$ cat src/rtl/beam_rank_collect.sv
// beam_rank_collect: ping-pong rank table that scatters scored beats and
// streams the TOPK best-ranked entries of each completed frame.
module beam_rank_collect #(
    parameter int IW   = 32,
    parameter int COL  = 16,
    parameter int TOPK = 8
) (
    input  logic          i_clk,
    input  logic          i_reset,
    input  logic [7:0]    i_score,
    input  logic [7:0]    i_index,
    input  logic [IW-1:0] i_data,
    input  logic          i_tvalid,
    output logic [7:0]    o_index,
    output logic [IW-1:0] o_data,
    output logic [7:0]    o_rank,
    output logic          o_tvalid,
    output logic          o_tlast,
    input  logic          i_tready,
    output logic          o_frm_err,
    output logic          o_ovf_err
);

    localparam int AW = $clog2(COL);
    localparam int SW = 8 + IW;

    typedef enum logic [1:0] {
        S_IDLE,
        S_LOAD,
        S_SEND
    } state_t;

    logic [SW-1:0]  mem_q [2][COL];
    logic [COL-1:0] bm_q [2];
    logic [1:0]     dup_q;
    logic [AW-1:0]  wr_cnt_q;
    logic           wr_bank_q;
    logic           rd_bank_q;
    state_t         state_q;

    logic [7:0]     o_index_q;
    logic [IW-1:0]  o_data_q;
    logic [7:0]     o_rank_q;
    logic           o_tvalid_q;
    logic           o_frm_err_q;

    logic           wr_ok;
    logic [AW-1:0]  wr_addr;
    logic           wr_hit;
    logic [COL-1:0] bm_new;
    logic           dup_new;
    logic           last_beat;
    logic           rd_idle;
    logic           handover;

    assign wr_ok     = i_tvalid && (i_score < 8'(COL));
    assign wr_addr   = i_score[AW-1:0];
    assign wr_hit    = bm_q[wr_bank_q][wr_addr];
    assign bm_new    = bm_q[wr_bank_q] | (wr_ok ? (COL'(1) << wr_addr) : '0);
    assign dup_new   = dup_q[wr_bank_q] | (i_tvalid && (!wr_ok || wr_hit));
    assign last_beat = i_tvalid && (wr_cnt_q == AW'(COL - 1));
    assign rd_idle   = (state_q == S_IDLE);
    assign handover  = last_beat && rd_idle;

    // Slot contents carry no reset; the bitmap alone says what is valid.
    always_ff @(posedge i_clk) begin
        if (wr_ok) begin
            mem_q[wr_bank_q][wr_addr] <= {i_index, i_data};
        end
    end

    always_ff @(posedge i_clk or negedge i_reset) begin
        if (!i_reset) begin
            wr_cnt_q  <= '0;
            wr_bank_q <= 1'b0;
            bm_q[0]   <= '0;
            bm_q[1]   <= '0;
            dup_q     <= '0;
        end else if (i_tvalid) begin
            if (last_beat) begin
                wr_cnt_q <= '0;
                if (rd_idle) begin
                    bm_q[wr_bank_q]   <= bm_new;
                    dup_q[wr_bank_q]  <= dup_new;
                    bm_q[~wr_bank_q]  <= '0;
                    dup_q[~wr_bank_q] <= 1'b0;
                    wr_bank_q         <= ~wr_bank_q;
                end else begin
                    bm_q[wr_bank_q]  <= '0;
                    dup_q[wr_bank_q] <= 1'b0;
                end
            end else begin
                wr_cnt_q         <= wr_cnt_q + 1'b1;
                bm_q[wr_bank_q]  <= bm_new;
                dup_q[wr_bank_q] <= dup_new;
            end
        end
    end

    logic [AW-1:0] rd_addr;
    logic [SW-1:0] rd_word;
    logic          rd_hit;
    logic [7:0]    rd_index;
    logic [IW-1:0] rd_data;

    assign rd_addr  = (state_q == S_LOAD) ? '0 : AW'(o_rank_q + 8'd1);
    assign rd_word  = mem_q[rd_bank_q][rd_addr];
    assign rd_hit   = bm_q[rd_bank_q][rd_addr];
    assign rd_index = rd_hit ? rd_word[SW-1 -: 8] : 8'hFF;
    assign rd_data  = rd_hit ? rd_word[IW-1:0] : '0;

    always_ff @(posedge i_clk or negedge i_reset) begin
        if (!i_reset) begin
            state_q     <= S_IDLE;
            rd_bank_q   <= 1'b0;
            o_index_q   <= '0;
            o_data_q    <= '0;
            o_rank_q    <= '0;
            o_tvalid_q  <= 1'b0;
            o_frm_err_q <= 1'b0;
        end else begin
            o_frm_err_q <= handover && (!(&bm_new) || dup_new);
            unique case (state_q)
                S_IDLE: begin
                    if (handover) begin
                        rd_bank_q <= wr_bank_q;
                        state_q   <= S_LOAD;
                    end
                end
                S_LOAD: begin
                    o_index_q  <= rd_index;
                    o_data_q   <= rd_data;
                    o_rank_q   <= '0;
                    o_tvalid_q <= 1'b1;
                    state_q    <= S_SEND;
                end
                S_SEND: begin
                    if (o_tvalid_q && i_tready) begin
                        if (o_rank_q == 8'(TOPK - 1)) begin
                            o_tvalid_q <= 1'b0;
                            state_q    <= S_IDLE;
                        end else begin
                            o_index_q <= rd_index;
                            o_data_q  <= rd_data;
                            o_rank_q  <= o_rank_q + 8'd1;
                        end
                    end
                end
                default: state_q <= S_IDLE;
            endcase
        end
    end

    assign o_index   = o_index_q;
    assign o_data    = o_data_q;
    assign o_rank    = o_rank_q;
    assign o_tvalid  = o_tvalid_q;
    assign o_tlast   = o_tvalid_q && (o_rank_q == 8'(TOPK - 1));
    assign o_frm_err = o_frm_err_q;
    assign o_ovf_err = last_beat && !rd_idle;

endmodule

$ cat config.mk
export PLATFORM = sky130hd
export DESIGN_NAME = beam_rank_collect
export DESIGN_NICKNAME = d
export VERILOG_FILES = /design/src/rtl/beam_rank_collect.sv
export SDC_FILE = /design/constraint.sdc
export NUM_CORES = 1
export LEC_CHECK = 0
export ABC_AREA = 0
export BUFFER_PORTS_ARGS = -buffer_cell sky130_fd_sc_hd__buf_2
export CAP_MARGIN = 20
export CORE_ASPECT_RATIO = 0.75
export CORE_UTILIZATION = 35
export DETAILED_ROUTE_END_ITERATION = 16
export SLEW_MARGIN = 30
export SYNTH_ARGS = -nofsm -noshare
export SYNTH_HDL_FRONTEND = slang
export SYNTH_SLANG_ARGS = --single-unit
$ cat constraint.sdc
create_clock -name i_clk -period 6.5 [get_ports i_clk]
set_input_delay 0.65 -clock i_clk [delete_from_list [all_inputs] [get_ports i_clk]]
set_output_delay 0.65 -clock i_clk [all_outputs]
set_load 0.005 [all_outputs]
==> results.json, run 1 <==
{
  "outcome": "complete, no violations",
  "drive_above_1_share": 0.269,
  "ir_drop_mv": 0.486,
  "layout_setup_ws_ps": 2720,
  "vias": 26300,
  "ys_async_sr_fraction": 0.0671,
  "yosysMostFrequentCell": "edfxtp_1",
  "skew_ps": 27.6,
  "dr.pass1.iters": 7,
  "hold_class": "input port to flip-flop",
  "rows": 123,
  "slew_headroom": 0.337,
  "numClockSinks": 1372,
  "setup_viol": 0,
  "holdWs_ps": 240,
  "multi_input_area_um2": 11700,
  "crit_type": "flip-flop to flip-flop",
  "netlist_area_um2": 53000,
  "die-width_um": 451,
  "clock_path_buffers": 3,
  "max_stage_delay_ps": 810,
  "initial_utilization": 0.353,
  "core_um2": 150000,
  "dieArea_um2": 153000,
  "ios": 104,
  "htreeDepth": 3,
  "synth.top_cells.by_count": "1,280 x edfxtp_1, 318 x mux4_2, 122 x nor2_1",
  "fin_nets": 2748,
  "regArea_um2": 40700,
  "finalCriticalPeriod_ps": 3780,
  "path_cells": "ha_1, xnor2_1, nor2_4, a32oi_1, a211oi_4, buf_4, o21ai_0, nand2_1",
  "drc": 0,
  "overflow": 0,
  "place_worst_setup_slack_ps": 2250,
  "synth_top_family_by_area": "multiplexers",
  "synth.largest_area_cell": "edfxtp_1",
  "synth_fa_ha_area_frac": 0.00142,
  "numCtsBuffers": 117,
  "critPathLaunchType": "flip-flop",
  "cts-root-buf": "clkbuf_16",
  "synth-xor-area-share": 0.00149,
  "ys_top_cells_by_area": "edfxtp_1 73%, mux4_2 14%, dfrtp_1 4.3%",
  "vias_per_cell": 5.48,
  "synth_nets": 2601,
  "p_per_area_nw_per_um2": 378,
  "die_h_um": 339,
  "synth_ff_type": "edfxtp_1",
  "ant_nets": 0,
  "grt_max_degree": 117,
  "crit_required_ps": 7170,
  "drv_cap": 0,
  "cp.arrival_ps": 4440,
  "hold_violations": 0,
  "wl_per_cell_um": 27.9,
  "final.setup.tns_ps": 0,
  "clock_latency_ps": 740,
  "drv_slew": 0,
  "synthCells": 2543,
  "gp_congestion": 0.774,
  "synth_top_area_frac": 0.725,
  "cp_slowest_cell": "nor2_4",
  "synth.avg_cell_area_um2": 20.8,
  "fin_area_um2": 60200,
  "track_usage": 0.175,
  "p_leak_nw": 18.8,
  "grt_first_pass_wirelength_mm": 194,
  "synth-seq-cells": 1372,
  "end_kind": "flip-flop",
  "numPortBuffers": 103,
  "syn_to_final_growth_pct": 13.6,
  "synth-edff-count": 1280,
  "ys_seq_area_frac": 0.768,
  "max_freq_mhz": 265,
  "cp_max_fo": 40,
  "grt_pass1_vias": 26200,
  "tightest_slew_ps": 994,
  "grt_setup_unrepaired": "false",
  "antenna_found_initial": 8,
  "synth.area.mux_share": 0.146,
  "period_share": 0.581,
  "wl_mm": 134,
  "dp_hpwl_mm": 77.0,
  "clk_pin_slew_ps": 70,
  "fin_util": 0.401,
  "yosys.area_share.simple": 0.0248,
  "synth_compound_area_frac": 0.0426,
  "placed_cell_area_um2": 56200,
  "yosysWarnings": 0,
  "nFillCells": 13300,
  "post_cts_resized": 0,
  "cts_tree": "built",
  "drt_iter0_drc": 3155,
  "synth_cell_type_count": 61
}
worst max-delay path, delay by kind of cell (launching register included):
kind	cells	cell delay, ps
AOI/OAI and AO/OA	3	880
buffers and inverters	1	610
adders and majority gates	1	320
DFF	1	640
xor gates and xnor gates	1	280
and+or+nand+nor	2	920
cells by family (layout without fill, tap and decap cells):
group	Yosys count	in the layout
DFF	1372	1372
muxes	365	365
other	0	2
adders and majority gates	6	6
xor gates and xnor gates	9	9
buffers and inverters	157	409
AOI/OAI and AO/OA	327	327
and+or+nand+nor	307	307
final cells by class:
cell class	instances	area share
Sequential cell	1372	0.676
Multi-Input combinational cell	1014	0.195
Clock buffer	170	0.0554
Tap cell	2000	0.0415
Timing Repair Buffer	174	0.0201
Clock inverter	54	0.0107
Inverter	11	0.000685
Antenna cell	2	0.0000831
layout by cell type (no fill, tap or decap), types with 5 or more instances in the layout:
cell type	netlist	final
o21ai_0	57	57
nor3_1	13	13
clkinvlp_4	0	5
nand3_1	15	15
mux2_2	28	28
o221ai_1	62	62
a211oi_1	36	35
clkinv_2	0	21
nor2_4	1	34
nor2b_1	6	6
xnor2_1	9	9
o22ai_1	26	26
nand2_1	116	115
a21oi_1	46	45
or3_1	6	6
o21a_1	20	20
mux4_2	318	318
bufinv_16	0	11
inv_1	10	10
clkinv_1	0	7
buf_4	28	59
edfxtp_1	1280	1280
dfrtp_1	92	90
a22oi_1	42	42
mux2i_1	15	15
clkbuf_16	0	119
a31oi_1	13	13
clkbuf_8	0	17
clkbuf_1	62	34
buf_2	32	102
buf_12	0	7
nor2_1	122	90
ha_1	6	6
registers in the layout (all words and copies together), names as in the netlist, 2 cells and up:
signal,cells
mem_q,1280
bm_q,32
o_data,32
o_index,8
o_rank,8
wr_cnt_q,4
dup_q,2
state_q,2
stage by stage:
step,power [mW],std cells
detailed placement,15.8,4570
global placement,15.8,4566
finish,22.8,4797
CTS,23.0,4795
floorplan,14.0,2543
global route,23.6,4797
layer usage:
layer  track usage  wire [um]  share of wire
met3        0.0383      10900          0.081
met2         0.263      61300           0.46
met5             0         25        0.00019
met4        0.0373       2310          0.017
met1         0.261      59500           0.44
path summary, 6_finish.rpt:
kind / startpoint / end / slack [ps] / depth (start not counted)
worst max-delay path: o_rank[0] / o_data[8] / 2720 / 8
worst min-delay path: i_tready / o_tvalid / 240 / 3
worst max register to register: o_rank[0] / o_data[8] / 2720 / 8
worst min register to register: o_data[23] / o_data[23] / 510 / 2
max in group asynchronous: i_reset / o_rank[0] / 4860 / 3
min in group asynchronous: i_reset / o_index[2] / 500 / 2
timing repair:
action,in CTS,in global routing
setup buffers,0,0
endpoints found under the hold margin,27,0
hold buffers,1,0
power by group:
group	leakage (nW)	internal (mW)	switching [mW]
Sequential	12.7	9.79	0.204
Clock	1.94	4.03	3.22
Combinational	4.20	2.37	3.16
Total	18.8	16.2	6.59
No activity file was read; power rests on OpenSTA's default activity.
==> run 2, diff against run 1 <==
Clock period 6.5 ns to 3.89 ns, I/O delays scaled along.
==> run 2 against run 1 <==
Compared with the run above: clock skew fell by 4.3 ps; sequential power up 67%; sequential cell count did not move; wire length barely moved; first-iteration DRC count fell by 5.4%; highest routed layer is now met4.
==> results.json, run 2 (synthesis results as in run 1) <==
{
  "clock_path_buffers": 3,
  "clock_latency_ps": 760,
  "grt_first_pass_wirelength_mm": 195,
  "setup_viol": 0,
  "antenna_found_initial": 10,
  "multi_input_area_um2": 11700,
  "numClockSinks": 1372,
  "finalCriticalPeriod_ps": 3050,
  "drc": 0,
  "fin_cells": 4855,
  "wl_mm": 134,
  "final.setup.tns_ps": 0,
  "vias_per_cell": 5.51,
  "p_leak_nw": 19.2,
  "clk_pin_slew_ps": 60,
  "fin_nets": 2800,
  "cp_common_cell": "mux4_2",
  "ios": 104,
  "grt_setup_unrepaired": "false",
  "die-width_um": 451,
  "path_delay_family": "multiplexers",
  "track_usage": 0.175,
  "cts-root-buf": "clkbuf_16",
  "vias": 26800,
  "dieArea_um2": 153000,
  "max_freq_mhz": 328,
  "core_um2": 150000,
  "crit_required_ps": 4530,
  "rr_startpoint": "state_q[1]",
  "htreeDepth": 4,
  "ir_drop_mv": 0.578,
  "drt_iter0_drc": 2984,
  "regMostFlops": "mem_q",
  "nFillCells": 13200,
  "dp_hpwl_mm": 73.1,
  "largest_register_ffs": 1280,
  "numCtsBuffers": 131,
  "cp_slowest_cell": "mux4_2",
  "ant_nets": 0,
  "cp-startpoint": "state_q[1]",
  "outcome": "complete, no violations",
  "fin_area_um2": 61100,
  "cts_tree": "built",
  "cp.arrival_ps": 3690,
  "hold_class": "input port to flip-flop",
  "path_cells": "inv_1, ha_1, nor2_4, buf_12, buf_4, mux4_2, mux4_2, a22oi_1, nand2_1",
  "wl_per_cell_um": 27.6,
  "skew_ps": 23.2,
  "tightest_slew_ps": 1030,
  "postCtsSetupRepairBufs": 0,
  "critPathLaunchType": "flip-flop",
  "min_from": "i_data[26]",
  "hold_violations": 0,
  "drive_above_1_share": 0.278,
  "final_common_cell": "edfxtp_1",
  "gp_congestion": 0.768,
  "die_h_um": 339,
  "layout_common_cells": "1,280 x edfxtp_1, 318 x mux4_2, 136 x clkbuf_16, 115 x nand2_1, 102 x buf_2",
  "regArea_um2": 40700,
  "cp_num_buf_inv": 3,
  "placed_cell_area_um2": 56800,
  "max_stage_delay_ps": 470,
  "syn_to_final_growth_pct": 15.2,
  "initial_utilization": 0.353,
  "grt_max_degree": 86,
  "end_kind": "flip-flop",
  "placed_cells": 4606,
  "p_per_area_nw_per_um2": 631,
  "period_share": 0.785,
  "numPortBuffers": 103,
  "power_mw": 38.6,
  "cp_max_fo": 27,
  "dr.pass1.iters": 8,
  "overflow": 0,
  "drv_slew": 0,
  "crit_type": "flip-flop to flip-flop",
  "rows": 123,
  "grt_pass1_vias": 26800,
  "slew_headroom": 0.316,
  "fin_util": 0.407,
  "drv_cap": 0
}
==> run 2: report_power, final <==
| part | switching, mW | internal, mW |
|---|---|---|
| clock network | 5.52 | 7.15 |
| logic | 5.07 | 4.12 |
| registers | 0.333 | 16.4 |
| total | 10.9 | 27.6 |
==> run 2: area by class of cell <==
type / instances / share of cell area
flip-flops and latches: 1372 / 0.667
multi-input cells: 1014 / 0.192
clock buffers: 202 / 0.0619
well taps: 2000 / 0.0410
repair buffers: 212 / 0.0300
clock inverters: 41 / 0.00711
inverters: 11 / 0.000676
diodes: 3 / 0.000123
==> run 2: final timing paths <==
path / to / slack [ps] / cells after the start
setup / recovery: o_data[3] / 840 / 9
hold / removal: mem_q[0][426] / 120 / 1
setup reg to reg: o_data[3] / 840 / 9
hold reg to reg: o_data[31] / 510 / 2
max in group asynchronous: rd_bank_q / 2710 / 3
min in group asynchronous: o_rank[7] / 310 / 2
==> run 2: per-layer routing <==
layer / wire length [um] / vias up / GRT usage
li1: - / 11100 / -
met4: 2520 / 0 / 0.0456
met3: 10100 / 175 / 0.0351
met1: 60900 / 14400 / 0.264
met2: 60600 / 1084 / 0.259
met5: 0 / - / 0
==> run 2: repair_timing <==
item	4_1_cts	5_1_grt
endpoints found under the hold margin	45	0
hold buffers	3	0
gates resized for setup	0	0
==> run 2: through the flow <==
| stage | setup slack (ps) | hold slack (ps) |
|---|---|---|
| floorplan | 248 | 93.4 |
| global placement | 815 | 501 |
| detailed placement | 734 | 502 |
| CTS | 786 | 62.6 |
| global route | 663 | 115 |
| finish | 837 | 116 |
